$ cat src/rtl/hazard_unit.sv
// Pipeline hazard unit: EX/ID forwarding selects, load-use/branch/mult-div stalls,
// a mult/div busy tracker and a saturating stalled-cycle counter.
module hazard_unit #(
  parameter int unsigned MD_LAT = 32
) (
  input  logic       clk,
  input  logic       reset,
  input  logic [4:0] Rs_D,
  input  logic [4:0] Rt_D,
  input  logic [4:0] Rs_E,
  input  logic [4:0] Rt_E,
  input  logic [4:0] WriteReg_E,
  input  logic [4:0] WriteReg_M,
  input  logic [4:0] WriteReg_W,
  input  logic       RegWrite_E,
  input  logic       RegWrite_M,
  input  logic       RegWrite_W,
  input  logic       MemtoReg_E,
  input  logic       MemtoReg_M,
  input  logic       Branch_D,
  input  logic       MDStart_E,
  input  logic       MDUse_D,
  output logic       StallF,
  output logic       StallD,
  output logic       FlushE,
  output logic [1:0] ForwardAE,
  output logic [1:0] ForwardBE,
  output logic       ForwardAD,
  output logic       ForwardBD,
  output logic       MDBusy,
  output logic       MDDone,
  output logic [15:0] StallCount
);

  typedef enum logic {IDLE, BUSY} state_t;

  localparam logic [5:0] MD_LOAD = 6'(MD_LAT - 1);

  state_t      state_q, state_d;
  logic [5:0]  cnt_q, cnt_d;
  logic        done_q, done_d;
  logic [15:0] stall_cnt_q, stall_cnt_d;

  logic lwstall, branchstall, mdstall, stall;

  // Register $0 is hardwired, so it never produces a match.
  function automatic logic hit(input logic en, input logic [4:0] dst, input logic [4:0] src);
    return en && (src != 5'd0) && (dst == src);
  endfunction

  always_comb begin
    ForwardAE = 2'b00;
    ForwardBE = 2'b00;
    ForwardAD = 1'b0;
    ForwardBD = 1'b0;
    if (!reset) begin
      if (hit(RegWrite_M, WriteReg_M, Rs_E))      ForwardAE = 2'b10;
      else if (hit(RegWrite_W, WriteReg_W, Rs_E)) ForwardAE = 2'b01;
      if (hit(RegWrite_M, WriteReg_M, Rt_E))      ForwardBE = 2'b10;
      else if (hit(RegWrite_W, WriteReg_W, Rt_E)) ForwardBE = 2'b01;
      ForwardAD = hit(RegWrite_M, WriteReg_M, Rs_D);
      ForwardBD = hit(RegWrite_M, WriteReg_M, Rt_D);
    end
  end

  always_comb begin
    lwstall     = hit(MemtoReg_E, Rt_E, Rs_D) || hit(MemtoReg_E, Rt_E, Rt_D);
    branchstall = Branch_D &&
                  (hit(RegWrite_E, WriteReg_E, Rs_D) || hit(RegWrite_E, WriteReg_E, Rt_D) ||
                   hit(MemtoReg_M, WriteReg_M, Rs_D) || hit(MemtoReg_M, WriteReg_M, Rt_D));
    mdstall     = (state_q == BUSY) && MDUse_D;
    stall       = !reset && (lwstall || branchstall || mdstall);
  end

  assign StallF = stall;
  assign StallD = stall;
  assign FlushE = stall;

  // Counter holds the remaining busy cycles after the current one; a start
  // request seen while BUSY (including the exit cycle) is dropped.
  always_comb begin
    state_d = state_q;
    cnt_d   = cnt_q;
    done_d  = 1'b0;
    case (state_q)
      IDLE: begin
        if (MDStart_E) begin
          state_d = BUSY;
          cnt_d   = MD_LOAD;
        end
      end
      BUSY: begin
        if (cnt_q != 6'd0) begin
          cnt_d = cnt_q - 6'd1;
        end else begin
          state_d = IDLE;
          done_d  = 1'b1;
        end
      end
      default: state_d = IDLE;
    endcase
  end

  always_comb begin
    stall_cnt_d = stall_cnt_q;
    if (stall && (stall_cnt_q != 16'hFFFF)) stall_cnt_d = stall_cnt_q + 16'd1;
  end

  always_ff @(posedge clk) begin
    if (reset) begin
      state_q     <= IDLE;
      cnt_q       <= 6'd0;
      done_q      <= 1'b0;
      stall_cnt_q <= 16'd0;
    end else begin
      state_q     <= state_d;
      cnt_q       <= cnt_d;
      done_q      <= done_d;
      stall_cnt_q <= stall_cnt_d;
    end
  end

  assign MDBusy     = (state_q == BUSY);
  assign MDDone     = done_q;
  assign StallCount = stall_cnt_q;

endmodule
$ cat config.mk
export PLATFORM = sky130hd
export DESIGN_NAME = hazard_unit
export DESIGN_NICKNAME = d
export VERILOG_FILES = /design/src/rtl/hazard_unit.sv
export SDC_FILE = /design/constraint.sdc
export NUM_CORES = 1
export LEC_CHECK = 0
export CORE_ASPECT_RATIO = 2
export CORE_UTILIZATION = 40
export CTS_CLUSTER_DIAMETER = 100
export CTS_CLUSTER_SIZE = 20
export DETAILED_ROUTE_END_ITERATION = 12
export GPL_TIMING_DRIVEN = 0
export PLACE_DENSITY = 0.83
export SYNTH_ARGS = -nofsm -noshare
export SYNTH_HDL_FRONTEND = slang
export SYNTH_SLANG_ARGS = --single-unit
$ cat constraint.sdc
create_clock -name clk -period 3.6 [get_ports clk]
set_input_delay 0.72 -clock clk [delete_from_list [all_inputs] [get_ports clk]]
set_output_delay 0.72 -clock clk [all_outputs]
set_load 0.05 [all_outputs]
==> flow_summary.ini, run 1 <==
[layout]
fin_cells = 365
utilization_pct = 58.30
layout-drive-gt1-share_pct = 7.419
design_area_mm2 = 0.002706
syn2layout_area_growth_pct = 38.21
diodes = 0
fin_nets = 359

[grt]
overflow = 0
antenna_found_initial = 0
grt_start_max_net_pins = 14
grt_pass1_wl_um = 8914
grt_pass1_vias = 2102
grtUsageTotal_pct = 22.77

[logic_synthesis]
synth_cell_type_count = 43
synthCells = 243
netlist_area_mm2 = 0.001958
syn_nets = 291
synth.avg_cell_area_um2 = 8.058
ys_ff_latch = 24
ys_seq_area_share_pct = 24.54
ys_warn_count = 0

[clock_network]
cts_made_buffers = 3
cts_sinks = 24
cts_root_buf = clkbuf_8
clk_latency_ns = 0.27
cts_tree = done
htreeDepth = 1
clk_pin_slew_ns = 0.08
cts_buffer_depth = 2

[sta]
slew_headroom_pct = 61.81
max_freq_mhz = 290.7
hold_viol = 0
fin_crit_sh_pct = 95.56
fin_hold_ws_ns = 0.5453
drv_slew = 0
fin_worst_skew_ns = 0.001827
setup_violations = 0
layout_min_cycle_time_ns = 3.440
rsz0062_at_grt = no
worstMarginPinSlew_ns = 0.5684

[detailed_routing]
wl_um = 5630
drtAntennaViolNets = 0
drtIter0Drc = 36
drt_pre_antenna_iters = 4
drc = 0
num_vias = 2049
post_drt_wl_per_cell_um = 15.42
routed_via_density = 5.614

[placement]
gp_congestion = 0.8777
placed_cell_area_mm2 = 0.002664
post-dp-hpwl_um = 4651
numPortBuffers = 62
dp_cells = 360

[floorplanning]
die_area_mm2 = 0.005196
die_y_um = 100.9
initial_core_util_pct = 42.18
die_x_um = 51.48
rows = 35
ios = 72
core_mm2 = 0.004642

[setup_path]
worstSetupEndpointType = primary output
path_buf_inv = 3
path_cells = dlygate4sd2_1 > or4_1 > nor2_1 > or4_1 > a21o_2 > a21oi_2 > buf_4 > buf_4
worst-setup-path-type = in2out
cp_top_family = simple AND/OR/NAND/NOR gates
worstSetupStartpointType = primary input
slowest_delay_ns = 0.56
worstPathRequired_ns = 2.88
cpMaxStageDelayCell = or4_1
cp.arrival_ns = 2.72
crit_fanout = 6

[power_and_ir_drop]
p_per_area_mw_per_mm2 = 262.3
leakagePower_nw = 1.016
power_mw = 0.7100
ir_drop_v = 0.0001842

[outcome]
status = finished, final reports clean

[min_path]
hold_path_class = reg2reg

[run]
cap_violations = 0
[final cells by class]
class | count | area [um^2]
fill | 444 | 1936
multi-input combinational | 195 | 1390
timing repair buffer | 63 | 604.3
sequential | 24 | 480.5
buffer | 17 | 81.33
tap | 55 | 68.82
clock buffer | 4 | 55.05
inverter | 7 | 26.28
[metrics by stage]
stage / setup slack (ns) / TNS [ns]
CTS: 0.02982 / 0
global route: 0.09219 / 0
floorplan: 0.1696 / 0
finish: 0.1598 / 0
global placement: -0.7305 / -3.180
detailed placement: -0.7732 / -3.374
[sequential cells by signal, indices dropped and copies added (netlist names)]
| name | flops |
|---|---|
| cnt_q | 6 |
| StallCount | 16 |
| MDBusy | 1 |
| MDDone | 1 |
[cell usage in the layout (no fill, tap or decap), types with 3 or more instances in the layout]
cell | netlist | layout
and4_1 | 4 | 4
a21oi_1 | 9 | 8
nor3_1 | 3 | 3
clkbuf_8 | 0 | 4
mux2_1 | 5 | 5
clkbuf_1 | 12 | 11
nand3_1 | 11 | 11
xnor2_1 | 40 | 40
nor4_1 | 6 | 4
a21o_1 | 4 | 3
or4_1 | 6 | 6
nand2_1 | 10 | 10
inv_1 | 7 | 7
and3_1 | 3 | 3
nand4_1 | 11 | 11
ha_1 | 3 | 3
clkdlybuf4s50_1 | 0 | 42
a221oi_1 | 3 | 3
dfxtp_1 | 24 | 24
nor2_1 | 28 | 28
dlygate4sd2_1 | 0 | 13
xor2_1 | 13 | 13
buf_4 | 2 | 5
dlymetal6s2s_1 | 0 | 3
nor2b_1 | 12 | 12
[cell usage after synthesis, drive strengths merged]
cell | instances | area share (%)
a21o | 4 | 1.5
o31ai | 1 | 0.38
nand3 | 11 | 2.8
nand2 | 11 | 2.2
inv | 7 | 1.3
and4 | 4 | 1.8
and2 | 1 | 0.32
a211oi | 2 | 1.4
nand4b | 1 | 0.45
a221oi | 3 | 1.3
xnor2 | 40 | 18
or4 | 6 | 2.3
a31o | 1 | 0.45
nand2b | 2 | 0.64
nand3b | 2 | 0.77
nor4 | 6 | 1.9
mux2 | 6 | 3.6
a21bo | 1 | 0.51
clkbuf | 12 | 2.3
o211ai | 2 | 0.77
buf | 5 | 1.7
nor3 | 3 | 0.77
and4b | 1 | 0.51
and3 | 3 | 0.96
o221ai | 1 | 0.45
o21ai | 1 | 0.26
o22ai | 2 | 0.64
dfxtp | 24 | 25
nor2b | 12 | 3.8
mux2i | 1 | 0.51
xor2 | 13 | 5.8
nand4 | 11 | 3.5
a21oi | 10 | 3.1
nor2 | 28 | 5.4
ha | 3 | 1.9
a2111oi | 2 | 1.3
[per-layer routing]
metal	routed length [um]	track usage [%]	part of all wire (%)	up-vias
met3	233	3.318	4.1	16
met1	1785	17.63	32	969
met2	3444	49.05	61	78
met4	167	10.81	3.0	0
met5	0	0	0	-
li1	-	-	-	986
[path summary, 6_finish.rpt]
check	depth (start not counted)	startpoint	end	slack, ns
worst min-delay path	2	cnt_q[1]	cnt_q[1]	0.55
worst max register to register	7	StallCount[4]	StallCount[5]	1.31
worst max-delay path	8	Rs_D[2]	StallD	0.16
worst min register to register	2	cnt_q[1]	cnt_q[1]	0.55
[cell families after synthesis]
logic type,after synthesis,share of synthesized area [%]
flip-flops,24,24.54
adder cells (fa/ha/maj),3,1.917
buffers and inverters,24,5.367
XOR/XNOR,53,23.71
multiplexers,7,4.153
AND/OR/NAND/NOR,102,28.18
AO/OA/AOI/OAI,30,12.14
[power breakdown]
part | internal, mW | switching, mW | total [mW]
sequential | 0.277 | 0.00955 | 0.287
combinational | 0.110 | 0.130 | 0.240
clock | 0.0977 | 0.0854 | 0.183
total | 0.485 | 0.225 | 0.710
[worst register-to-register path: stages (launching register included)]
cell and delay, ns:
dfxtp_1 0.42, and4_1 0.26, and3_1 0.22, nand3_1 0.17, nor3_1 0.53, a21oi_4 0.12
nand4_1 0.14, mux2_1 0.32
[timing repair]
action / 4_1_cts / 5_1_grt
resized for setup: 34 / 6
pin swaps: 1 / 0
buffers inserted: 1 / 0
endpoints found under the setup margin: 8 / 6
hold buffers: 0 / 0
Note: power is estimated with default switching activity, not from simulation.
==> run 2: changes to the inputs <==
--- a/config.mk
+++ b/config.mk
@@ -6,12 +6,11 @@
 export NUM_CORES = 1
 export LEC_CHECK = 0
 export CORE_ASPECT_RATIO = 2
-export CORE_UTILIZATION = 40
+export CORE_UTILIZATION = 45
 export CTS_CLUSTER_DIAMETER = 100
-export CTS_CLUSTER_SIZE = 20
 export DETAILED_ROUTE_END_ITERATION = 12
 export GPL_TIMING_DRIVEN = 0
-export PLACE_DENSITY = 0.83
+export PLACE_DENSITY = 0.91
 export SYNTH_ARGS = -nofsm -noshare
 export SYNTH_HDL_FRONTEND = slang
 export SYNTH_SLANG_ARGS = --single-unit
==> run 2 against run 1 <==
Effect of this change: cell count is 0.82% lower; sequential share of layout area is 0.065 points lower; non-clock buffer count stayed put; critical endpoint unchanged; critical path type unchanged.
==> flow_summary.ini, run 2 (synthesized netlist as in run 1, its figures left out) <==
[sta]
hold_viol = 0
worstMarginPinSlew_ns = 0.5657
drv_slew = 0
fin_worst_skew_ns = 0.002098
rsz0062_at_grt = no
max_freq_mhz = 291.6
tns_ns = 0
setup_violations = 0
layout_min_cycle_time_ns = 3.429
slew_headroom_pct = 62.00
fin_hold_ws_ns = 0.5328
fin_crit_sh_pct = 95.26

[floorplanning]
ios = 72
die_x_um = 48.65
die_y_um = 95.29
initial_core_util_pct = 47.42
die_area_mm2 = 0.004635
core_mm2 = 0.004129
rows = 33

[grt]
grt_pass1_vias = 2009
overflow = 0
antenna_found_initial = 0
grt_start_max_net_pins = 14
grt_pass1_wl_um = 8521
grtUsageTotal_pct = 23.68

[clock_network]
clk_latency_ns = 0.27
clk_pin_slew_ns = 0.08
cts_made_buffers = 3
cts_sinks = 24
htreeDepth = 1
cts_tree = done
cts_root_buf = clkbuf_8
hold_buffers = 0
cts_buffer_depth = 2

[placement]
post-dp-hpwl_um = 4407
numPortBuffers = 62
gp_congestion = 0.8596

[layout]
final_common_cell = clkdlybuf4s50_1
final_cell_mix = clkdlybuf4s50_1 (42), xnor2_1 (40), nor2_1 (28)
largest_reg_flops = 16
layout-drive-gt1-share_pct = 7.097
fin_nets = 359
multi_input_area_mm2 = 0.001398
num-fill-cells = 353
area.sequential_um2 = 480.5
syn2layout_area_growth_pct = 38.72
diodes = 0

[power_and_ir_drop]
p_sw_share_pct = 31.36
p_seq_share_pct = 40.4
leakagePower_nw = 1.024
power_frac_comb_pct = 33.9
internal_power_mw = 0.4857
ir_drop_v = 0.0001945
pwr-share-clk_pct = 25.7
p_per_area_mw_per_mm2 = 260.5
p_switching_mw = 0.2219

[detailed_routing]
drtAntennaViolNets = 0
post_drt_wl_per_cell_um = 14.67
routed_via_density = 5.547
drc = 0
wl_um = 5311
drtIter0Drc = 49
num_vias = 2008
drt_pre_antenna_iters = 5

[run]
cap_violations = 0

[setup_path]
worst-setup-path-type = in2out
crit_fanout = 6
cp.arrival_ns = 2.71
worstSetupEndpointType = primary output
worstPathRequired_ns = 2.88
worstSetupStartpointType = primary input
r2r_setup_slack_ns = 1.31

[min_path]
hold_path_class = reg2reg

[outcome]
status = finished, final reports clean
[run 2: cell types whose count changed in the layout (fill, tap and decap cells not counted), sizes merged]
cell          change
dlygate4sd2       -2
dlymetal6s2s      +2
[run 2: cell type report]
cell class,instances,area share (%)
multi-input combinational,195,51.45
timing repair buffer,63,22.52
clock buffer,4,2.027
inverter,7,0.9673
sequential,24,17.69
tap,52,2.395
buffer,17,2.948
[run 2: per-layer routing]
| metal | up-vias | global-route usage (%) | part of all wire, % |
|---|---|---|---|
| met4 | 0 | 14.46 | 4.3 |
| met5 | - | 0 | 0 |
| li1 | 979 | - | - |
| met1 | 923 | 19.28 | 32 |
| met2 | 82 | 49.88 | 59 |
| met3 | 24 | 3.987 | 4.7 |
[run 2: repair_timing]
item                       in CTS  in global routing
cloned                          0                  0
resized for setup              32                  8
setup endpoints to repair       8                  5
buffers inserted                1                  0
pin swaps                       2                  0
[run 2: per-stage QoR]
stage	util, %	cell area, um^2	instances	setup slack [ns]	total power, mW
detailed placement	64.42	2660	357	-0.7439	0.5325
global route	65.79	2716	362	0.07398	0.7406
finish	65.79	2716	362	0.1708	0.7076
CTS	65.58	2708	362	0.004367	0.7093
floorplan	-	1974	243	0.1696	0.4403
global placement	64.42	2660	357	-0.7079	0.5268
[run 2: power groups by stage]
stage,combinational [mW],sequential [mW],clock (mW)
floorplan,0.137,0.303,0
global placement,0.235,0.292,0
detailed placement,0.240,0.292,0
CTS,0.240,0.286,0.183
global route,0.259,0.288,0.193
finish,0.240,0.286,0.182
[run 2: final timing paths]
kind	end	cells past startpoint	from
hold reg to reg	cnt_q[1]	2	cnt_q[1]
hold / removal	cnt_q[1]	2	cnt_q[1]
setup reg to reg	StallCount[5]	7	StallCount[4]
setup / recovery	StallD	8	Rs_D[1]
[run 2: worst max-delay path: stages]
cell           delay, ns
dlygate4sd2_1       0.33
or4_1               0.19
nor2_1              0.07
or4_1               0.57
a21o_2              0.32
a21oi_4             0.20
buf_4               0.13
buf_4               0.18
==> run 3: changes to the inputs <==
==> constraint.sdc (replaced) <==
create_clock -name clk -period 3.3 [get_ports clk]
set_input_delay 0.495 -clock clk [delete_from_list [all_inputs] [get_ports clk]]
set_output_delay 0.495 -clock clk [all_outputs]
set_load 0.05 [all_outputs]
==> run 3 against run 2 <==
Effect of this change: clock power shrank 4%; utilization shrank 0.21 points; worst hold slack gained 0.0095 ns; cell count shrank 0.28%; via count grew 1.1%; sequential share of layout area grew 0.057 points; largest power group unchanged; total power grew 6.1%.
==> flow_summary.ini, run 3 (synthesized netlist as in run 1, its figures left out) <==
[layout]
final_cell_mix = clkdlybuf4s50_1 (48), xnor2_1 (40), nor2_1 (28)
largest_reg_flops = 16
num-fill-cells = 361
final_common_cell = clkdlybuf4s50_1
layout-drive-gt1-share_pct = 6.149
fin_nets = 359
syn2layout_area_growth_pct = 38.27
diodes = 0

[clock_network]
clk_pin_slew_ns = 0.08
hold_buffers = 0
cts_buffer_depth = 2
cts_tree = done
clk_latency_ns = 0.27
cts_sinks = 24
cts_made_buffers = 3
cts_root_buf = clkbuf_8
htreeDepth = 1

[sta]
slew_headroom_pct = 61.64
drv_slew = 0
hold_viol = 0
setup_violations = 0
max_freq_mhz = 314.1
worstMarginPinSlew_ns = 0.5710
layout_min_cycle_time_ns = 3.184
rsz0062_at_grt = no
tns_ns = 0
fin_worst_skew_ns = 0.004644
final.setup.worst_slack_ns = 0.1163
fin_crit_sh_pct = 96.47

[floorplanning]
die_x_um = 48.65
die_area_mm2 = 0.004635
ios = 72
rows = 33
core_mm2 = 0.004129
die_y_um = 95.29
initial_core_util_pct = 47.42

[detailed_routing]
num_vias = 2030
drtIter0Drc = 28
post_drt_wl_per_cell_um = 15.29
drc = 0
drtAntennaViolNets = 0
routed_via_density = 5.623
drt_pre_antenna_iters = 4
wl_um = 5518

[grt]
antenna_found_initial = 0
overflow = 0
grt_start_max_net_pins = 13
grt_pass1_vias = 2087
grtUsageTotal_pct = 24.44
grt_pass1_wl_um = 8763

[min_path]
holdCritStartpoint = cnt_q[1]
hold_path_class = reg2reg

[power_and_ir_drop]
p_per_area_mw_per_mm2 = 277.2
ir_drop_v = 0.0001859
leakagePower_nw = 1.029

[setup_path]
worstPathRequired_ns = 2.80
path_cells = clkdlybuf4s50_1 > or4_1 > nor2_1 > or4_1 > a21o_2 > a21oi_2 > buf_4 > clkbuf_4
crit_fanout = 6
cpMaxStageDelayCell = clkdlybuf4s50_1
crit_top_cell = or4_1
worstSetupStartpointType = primary input
startpoint = Rt_D[4]
worstSetupEndpointType = primary output
worst-setup-path-type = in2out
cp.arrival_ns = 2.69
r2r-start = StallCount[4]
slowest_delay_ns = 0.57
path_buf_inv = 3
cp_top_family = buffers and inverters

[placement]
gp_congestion = 0.8702
numPortBuffers = 62
post-dp-hpwl_um = 4556
pre_cts_ws_ns = -0.5826

[outcome]
status = finished, final reports clean

[run]
cap_violations = 0
[run 3: per-layer routing]
metal / track usage, % / vias up / part of all wire (%)
li1: - / 981 / -
met4: 13.48 / 0 / 4.1
met5: 0 / - / 0
met1: 18.68 / 949 / 32
met2: 54.05 / 77 / 60
met3: 3.509 / 23 / 4.0
[run 3: worst register-to-register path: cells and delay by family (launching register included)]
family             cells  cell delay, ns
AOI/OAI and AO/OA      1            0.12
muxes                  1            0.32
DFF                    1            0.43
and+or+nand+nor        5            1.31
[run 3: path summary, 6_finish.rpt]
path,end,slack (ns),depth (start not counted)
hold / removal,cnt_q[1],0.54,2
setup reg to reg,StallCount[15],0.99,7
hold reg to reg,cnt_q[1],0.54,2
setup / recovery,StallD,0.12,8
[run 3: per-stage QoR]
stage	utilization, %	power [mW]	hold WS (ns)	instance area [um^2]	cells
final	65.58	0.7506	0.5422	2708	361
after floorplan	-	0.4800	0.4895	1968	243
after global placement	64.27	0.5741	0.5102	2654	357
after global routing	65.58	0.7822	0.5781	2708	361
after CTS	65.06	0.7505	0.5531	2686	361
after detailed placement	64.27	0.5826	0.5410	2654	357
[run 3: area by class of cell]
class	count	area, um^2	area share, %
inverter	7	26.28	0.9704
tap	52	65.06	2.403
clock buffer	3	41.29	1.525
multi-input combinational	195	1384	51.11
timing repair buffer	63	630.6	23.29
sequential	24	480.5	17.74
buffer	17	80.08	2.957
[run 3: where the power goes]
group | switching, mW | internal [mW]
clock network | 0.0918 | 0.0818
registers | 0.00996 | 0.302
logic | 0.142 | 0.123
total | 0.243 | 0.507
[run 3: what timing repair did]
action                                  in CTS  in global routing
resized for setup                           19                 11
pin swaps                                    1                  0
buffers inserted                             1                  0
gates cloned                                 0                  0
endpoints found under the setup margin       8                  6
